<file path="src/rtl/fetch_queue_unit_if.sv">
// Fetch queue bus: decode-side head handshake, ROM address/data, fetch control
// and redirect request, bundled for fetch_queue_unit.
//   fetch_en        fetch permission (0 freezes PC, blocks pushes)
//   redirect_valid  flush-and-redirect request
//   redirect_pc     new PC when redirect_valid=1
//   rom_addr        current PC presented to the instruction ROM
//   rom_data        combinational ROM word for rom_addr
//   out_valid       queue head valid
//   out_ready       decode accepts head this cycle
//   out_pc          PC of head entry
//   out_instr       instruction of head entry
//   queue_count     current occupancy
interface fetch_queue_unit_if #(
  parameter int PC_WIDTH    = 8,
  parameter int INSTR_WIDTH = 32,
  parameter int QUEUE_DEPTH = 4
);
  localparam int CNT_W = $clog2(QUEUE_DEPTH) + 1;

  logic                   fetch_en;
  logic                   redirect_valid;
  logic [PC_WIDTH-1:0]    redirect_pc;
  logic [PC_WIDTH-1:0]    rom_addr;
  logic [INSTR_WIDTH-1:0] rom_data;
  logic                   out_valid;
  logic                   out_ready;
  logic [PC_WIDTH-1:0]    out_pc;
  logic [INSTR_WIDTH-1:0] out_instr;
  logic [CNT_W-1:0]       queue_count;

  // Fetch unit side
  modport master (
    input  fetch_en, redirect_valid, redirect_pc, rom_data, out_ready,
    output rom_addr, out_valid, out_pc, out_instr, queue_count
  );

  // Environment side (decode, ROM, branch/exception source)
  modport slave (
    output fetch_en, redirect_valid, redirect_pc, rom_data, out_ready,
    input  rom_addr, out_valid, out_pc, out_instr, queue_count
  );
endinterface

</file>
<file path="src/rtl/fetch_queue_unit.sv">
// Fetch stage with instruction queue. Owns the PC, addresses a combinational
// ROM, and buffers {pc, instruction} pairs in a QUEUE_DEPTH-entry FIFO whose
// head is offered to decode through a valid/ready handshake. Supports fetch
// enable, backpressure and a redirect that flushes the queue and reloads the PC.
// Ports:
//   clk    rising-edge clock
//   reset  asynchronous active-high reset
//   bus    fetch_queue_unit_if.master (ROM, control, decode handshake)
module fetch_queue_unit #(
  parameter int PC_WIDTH    = 8,
  parameter int INSTR_WIDTH = 32,
  parameter int QUEUE_DEPTH = 4,
  parameter int RESET_PC    = 0,
  parameter int PC_STEP     = 1
) (
  input  logic clk,
  input  logic reset,
  fetch_queue_unit_if.master bus
);
  localparam int PTR_W = $clog2(QUEUE_DEPTH);
  localparam int CNT_W = PTR_W + 1;

  logic [PC_WIDTH-1:0]    pc_q, pc_d;
  logic [PTR_W-1:0]       rd_ptr_q, rd_ptr_d;
  logic [PTR_W-1:0]       wr_ptr_q, wr_ptr_d;
  logic [CNT_W-1:0]       count_q, count_d;
  logic [PC_WIDTH-1:0]    pc_mem_q    [QUEUE_DEPTH];
  logic [INSTR_WIDTH-1:0] instr_mem_q [QUEUE_DEPTH];

  logic pop;
  logic space;
  logic push;

  // A same-cycle pop frees a slot, so a full queue can accept a push while
  // draining. Redirect suppresses push; it also overrides pop below.
  assign pop   = (count_q != '0) & bus.out_ready;
  assign space = (count_q < CNT_W'(QUEUE_DEPTH)) | pop;
  assign push  = bus.fetch_en & ~bus.redirect_valid & space;

  always_comb begin
    pc_d     = pc_q;
    rd_ptr_d = rd_ptr_q;
    wr_ptr_d = wr_ptr_q;
    count_d  = count_q;
    if (bus.redirect_valid) begin
      pc_d     = bus.redirect_pc;
      rd_ptr_d = '0;
      wr_ptr_d = '0;
      count_d  = '0;
    end else begin
      if (push) begin
        pc_d     = pc_q + PC_WIDTH'(PC_STEP);
        wr_ptr_d = wr_ptr_q + PTR_W'(1);
      end
      if (pop) begin
        rd_ptr_d = rd_ptr_q + PTR_W'(1);
      end
      case ({push, pop})
        2'b10:   count_d = count_q + CNT_W'(1);
        2'b01:   count_d = count_q - CNT_W'(1);
        default: count_d = count_q;
      endcase
    end
  end

  always_ff @(posedge clk or posedge reset) begin
    if (reset) begin
      pc_q     <= PC_WIDTH'(RESET_PC);
      rd_ptr_q <= '0;
      wr_ptr_q <= '0;
      count_q  <= '0;
    end else begin
      pc_q     <= pc_d;
      rd_ptr_q <= rd_ptr_d;
      wr_ptr_q <= wr_ptr_d;
      count_q  <= count_d;
    end
  end

  // Storage is cleared only by reset; a redirect just rewinds the pointers.
  always_ff @(posedge clk or posedge reset) begin
    if (reset) begin
      for (int i = 0; i < QUEUE_DEPTH; i++) begin
        pc_mem_q[i]    <= '0;
        instr_mem_q[i] <= '0;
      end
    end else if (push) begin
      pc_mem_q[wr_ptr_q]    <= pc_q;
      instr_mem_q[wr_ptr_q] <= bus.rom_data;
    end
  end

  assign bus.rom_addr    = pc_q;
  assign bus.out_valid   = (count_q != '0);
  assign bus.out_pc      = pc_mem_q[rd_ptr_q];
  assign bus.out_instr   = instr_mem_q[rd_ptr_q];
  assign bus.queue_count = count_q;

endmodule

</file>
<file path="src/flat_wrapper.sv">
// flat-port wrapper written by rule: the top's interface ports become plain ports
module fetch_queue_unit_flat 
#(
  parameter int PC_WIDTH    = 8,
  parameter int INSTR_WIDTH = 32,
  parameter int QUEUE_DEPTH = 4,
  parameter int RESET_PC    = 0,
  parameter int PC_STEP     = 1
)
  (clk, reset, bus_fetch_en, bus_redirect_valid, bus_redirect_pc, bus_rom_data, bus_out_ready, bus_rom_addr, bus_out_valid, bus_out_pc, bus_out_instr, bus_queue_count);
  fetch_queue_unit_if #(.PC_WIDTH(PC_WIDTH), .INSTR_WIDTH(INSTR_WIDTH), .QUEUE_DEPTH(QUEUE_DEPTH)) bus_i ();
  input  logic clk;
  input  logic reset;
  input wire logic [$bits(bus_i.fetch_en)-1:0] bus_fetch_en;
  input wire logic [$bits(bus_i.redirect_valid)-1:0] bus_redirect_valid;
  input wire logic [$bits(bus_i.redirect_pc)-1:0] bus_redirect_pc;
  input wire logic [$bits(bus_i.rom_data)-1:0] bus_rom_data;
  input wire logic [$bits(bus_i.out_ready)-1:0] bus_out_ready;
  output wire logic [$bits(bus_i.rom_addr)-1:0] bus_rom_addr;
  output wire logic [$bits(bus_i.out_valid)-1:0] bus_out_valid;
  output wire logic [$bits(bus_i.out_pc)-1:0] bus_out_pc;
  output wire logic [$bits(bus_i.out_instr)-1:0] bus_out_instr;
  output wire logic [$bits(bus_i.queue_count)-1:0] bus_queue_count;
  assign bus_i.fetch_en = bus_fetch_en;
  assign bus_i.redirect_valid = bus_redirect_valid;
  assign bus_i.redirect_pc = bus_redirect_pc;
  assign bus_i.rom_data = bus_rom_data;
  assign bus_i.out_ready = bus_out_ready;
  assign bus_rom_addr = bus_i.rom_addr;
  assign bus_out_valid = bus_i.out_valid;
  assign bus_out_pc = bus_i.out_pc;
  assign bus_out_instr = bus_i.out_instr;
  assign bus_queue_count = bus_i.queue_count;
  fetch_queue_unit #(.PC_WIDTH(PC_WIDTH), .INSTR_WIDTH(INSTR_WIDTH), .QUEUE_DEPTH(QUEUE_DEPTH), .RESET_PC(RESET_PC), .PC_STEP(PC_STEP)) u_core (.clk(clk), .reset(reset), .bus(bus_i));
endmodule
</file>
<file path="config.mk">
export PLATFORM = sky130hd
export DESIGN_NAME = fetch_queue_unit_flat
export DESIGN_NICKNAME = d
export VERILOG_FILES = /design/src/rtl/fetch_queue_unit_if.sv /design/src/rtl/fetch_queue_unit.sv /design/src/flat_wrapper.sv
export SDC_FILE = /design/constraint.sdc
export NUM_CORES = 1
export LEC_CHECK = 0
export BUFFER_PORTS_ARGS = -buffer_cell sky130_fd_sc_hd__clkbuf_2
export CELL_PAD_IN_SITES_DETAIL_PLACEMENT = 1
export CELL_PAD_IN_SITES_GLOBAL_PLACEMENT = 2
export CORE_MARGIN = 2
export CORE_UTILIZATION = 43
export DETAILED_ROUTE_END_ITERATION = 10
export PLACE_DENSITY_LB_ADDON = 0.1
export SYNTH_ARGS = -nofsm -noshare
export SYNTH_HDL_FRONTEND = slang
export SYNTH_SLANG_ARGS = --single-unit
</file>
<file path="constraint.sdc">
create_clock -name clk -period 5.55 [get_ports clk]
set_input_delay 0.2775 -clock clk [delete_from_list [all_inputs] [get_ports clk]]
set_output_delay 0.2775 -clock clk [all_outputs]
set_load 0.02 [all_outputs]
</file>
==> qor.csv <==
stage,metric,value,unit
run_status,outcome,completed,
synth,synth.avg_cell_area,17.1,µm²
placed_design,dp.cells,831,
finish,layout-drive-gt1-share,56.7,%
route,drt_first_pass_iters,4,
finish,diodes,0,
cts,cts_buffer_depth,2,
timing,relSlewSlack,33.4,%
route,drt-initial-drc-count,197,
cts,hold_buffers,1,
timing,final_max_slew_viol_count,0,
cts,ctsResizeCount,0,
synth,synth.distinct_cells,37,
finish,final_nets,637,
setup_path,cp_max_fo,42,
placed_design,dp_hpwl,10.8,mm
global_routing,track_usage,18.3,%
route,avgViaCountPerCell,5.33,
timing,fin_crit_sh,46.7,%
synth,synthCells,503,
timing,hold_violations,0,
route,routed-via-count,4599,
setup_path,critPathLaunchType,flip-flop,
route,drcViolationCount,0,
timing,fmax,0.386,GHz
cts,numClockSinks,175,
timing,setup_ws,2.96,ns
timing,fin_hold_ws,0.0928,ns
route,wirelength,18.4,mm
setup_path,required,5.27,ns
timing,period_needed,2.59,ns
setup_path,crit_type,reg -> out,
power,peakVddDrop,212,µV
finish,area_growth,13.6,%
cts,cts_made_buffers,17,
power,power_leakage,4.83,nW
finish,stdcell_count,863,
timing,tightest_slew,0.999,ns
global_routing,grt_overflow_total,0,
global_routing,grt_pass1_wl,30.3,mm
timing,skew,0.00708,ns
die,die_h,146,µm
synth,netlist_top_cells_area,"dfrtp_1 51%, mux2_4 28%, mux4_2 10%, buf_6 2.2%, nand3_4 0.81%",
route,wire_per_inst,21.3,µm
placed_design,port_buffers,96,
power,pwr_density_cell,448,nW/µm²
synth,yosysWarningCount,0,
global_routing,grt_pass1_vias,5370,
placed_design,gp_congestion,0.715,
global_routing,grt_start_max_net_pins,74,
cts,cts_tree,yes,
cts,h-tree-depth,4,
synth,synth_seq_cells,175,
synth,ys_seq_area_share,50.9,%
synth,yosysMostFrequentCell,dfrtp_1,
synth,synth_common_cells,"175 x dfrtp_1, 160 x mux2_4, 40 x mux4_2",
synth,synth-edff-count,0,
die,fp-row-count,51,
global_routing,antenna_found_initial,0,
synth,syn_nets,554,
route,ant_nets,0,
die,die_width,146,µm
run,maxCapViolations,0,
timing,rsz0062_at_grt,false,
die,ios,97,
setup_path,arrival,2.31,ns
cts,clk_pin_slew,0.07,ns
hold_path,min_path_type,in -> reg,
cts,clock_latency,0.42,ns
timing,finalSetupTns,0,ns
synth,synth_area,8610,µm²
placed_design,preCtsSetupSlack,2.92,ns
cts,post-cts-setup-buffer-count,0,
synth,synth_top_area_share,50.9,%
synth,ys_async_sr_fraction,100,%
timing,setup_viol,0,
cts,cts_root_buf,clkbuf_16,
die,core,19500,µm²
die,initial_core_util,44.1,%
synth,yosys.area.top_type,dfrtp_1,
synth,synthFlopType,dfrtp_1,
setup_path,cp-end-kind,primary output,
die,die_area,21200,µm²
## cells in the final DEF, fill, tap and decap left out, types with 4 or more instances in the layout
cell type  count
a21oi_1        6
a31oi_1        8
clkbuf_16     17
clkbuf_2      96
dfrtp_1      173
ha_1           5
inv_1          4
mux2_4       160
mux4_2        40
nand2_1        4
nand3_1        5
nand3_4        4
nor2_1        10
o21ai_0        5
o31ai_1        5
or4_1          6
## power by group
part	internal, W	total [W]	switching [W]
registers	0.00163	0.00190	0.000268
logic	0.000774	0.00125	0.000481
clock network	0.000731	0.00123	0.000497
total	0.00314	0.00438	0.00125
## critical path, stage by stage, from the launching register on
cell	delay (ns)
dfrtp_4	1.04
mux4_2	0.65
clkbuf_2	0.18
## cells by family (layout without fill, tap and decap cells)
logic type / Yosys count / after routing / synth area share (%)
compound gates: 32 / 32 / 2.43
mux: 200 / 200 / 38.4
xor+xnor: 2 / 2 / 0.203
simple gates: 47 / 47 / 3.65
buf+inv: 41 / 136 / 3.55
flops: 175 / 175 / 50.9
fa+ha+maj: 6 / 6 / 0.959
## final timing paths
path	startpoint	to	slack, ns	cells past startpoint
setup reg to reg	u_core.bus.queue_count[2]	u_core.instr_mem_q[83]	2.97	3
hold / removal	bus_redirect_pc[0]	u_core.bus.rom_addr[0]	0.09	3
hold reg to reg	u_core.instr_mem_q[49]	u_core.instr_mem_q[49]	0.51	1
min in group asynchronous	reset	u_core.instr_mem_q[73]	0.52	3
setup / recovery	u_core.rd_ptr_q[0]	bus_out_instr[11]	2.96	2
max in group asynchronous	reset	u_core.rd_ptr_q[0]	3.67	4
## sequential cells by signal (all words and copies together) (netlist names)
signal	count
u_core.instr_mem_q	128
u_core.bus.queue_count	3
u_core.wr_ptr_q	2
u_core.bus.rom_addr	8
u_core.pc_mem_q	32
u_core.rd_ptr_q	2
## layout make-up
| cell class | count | area [µm²] |
|---|---|---|
| fillers | 1911 | 9750 |
| flip-flops and latches | 175 | 4380 |
| multi-input cells | 287 | 3930 |
| repair buffers | 100 | 513 |
| clock buffers | 22 | 464 |
| well taps | 265 | 332 |
| clock inverters | 9 | 135 |
| inverters | 5 | 23.8 |
## per-stage QoR
step | area, µm² | util (%) | power [W]
finish | 9780 | 50.1 | 0.00438
global route | 9780 | 50.1 | 0.00462
CTS | 9780 | 50.1 | 0.00444
detailed placement | 9170 | 47.0 | 0.00319
global placement | 9170 | 47.0 | 0.00313
floorplan | 8610 | - | 0.00285
## layer usage
metal,routed length [µm],up-vias,track usage (%)
li1,-,2033,-
met1,8410,2477,23.9
met2,9300,73,31.1
met3,517,16,4.04
met4,187,0,4.75
met5,0,-,0
Note: power is estimated with default switching activity, not from simulation.
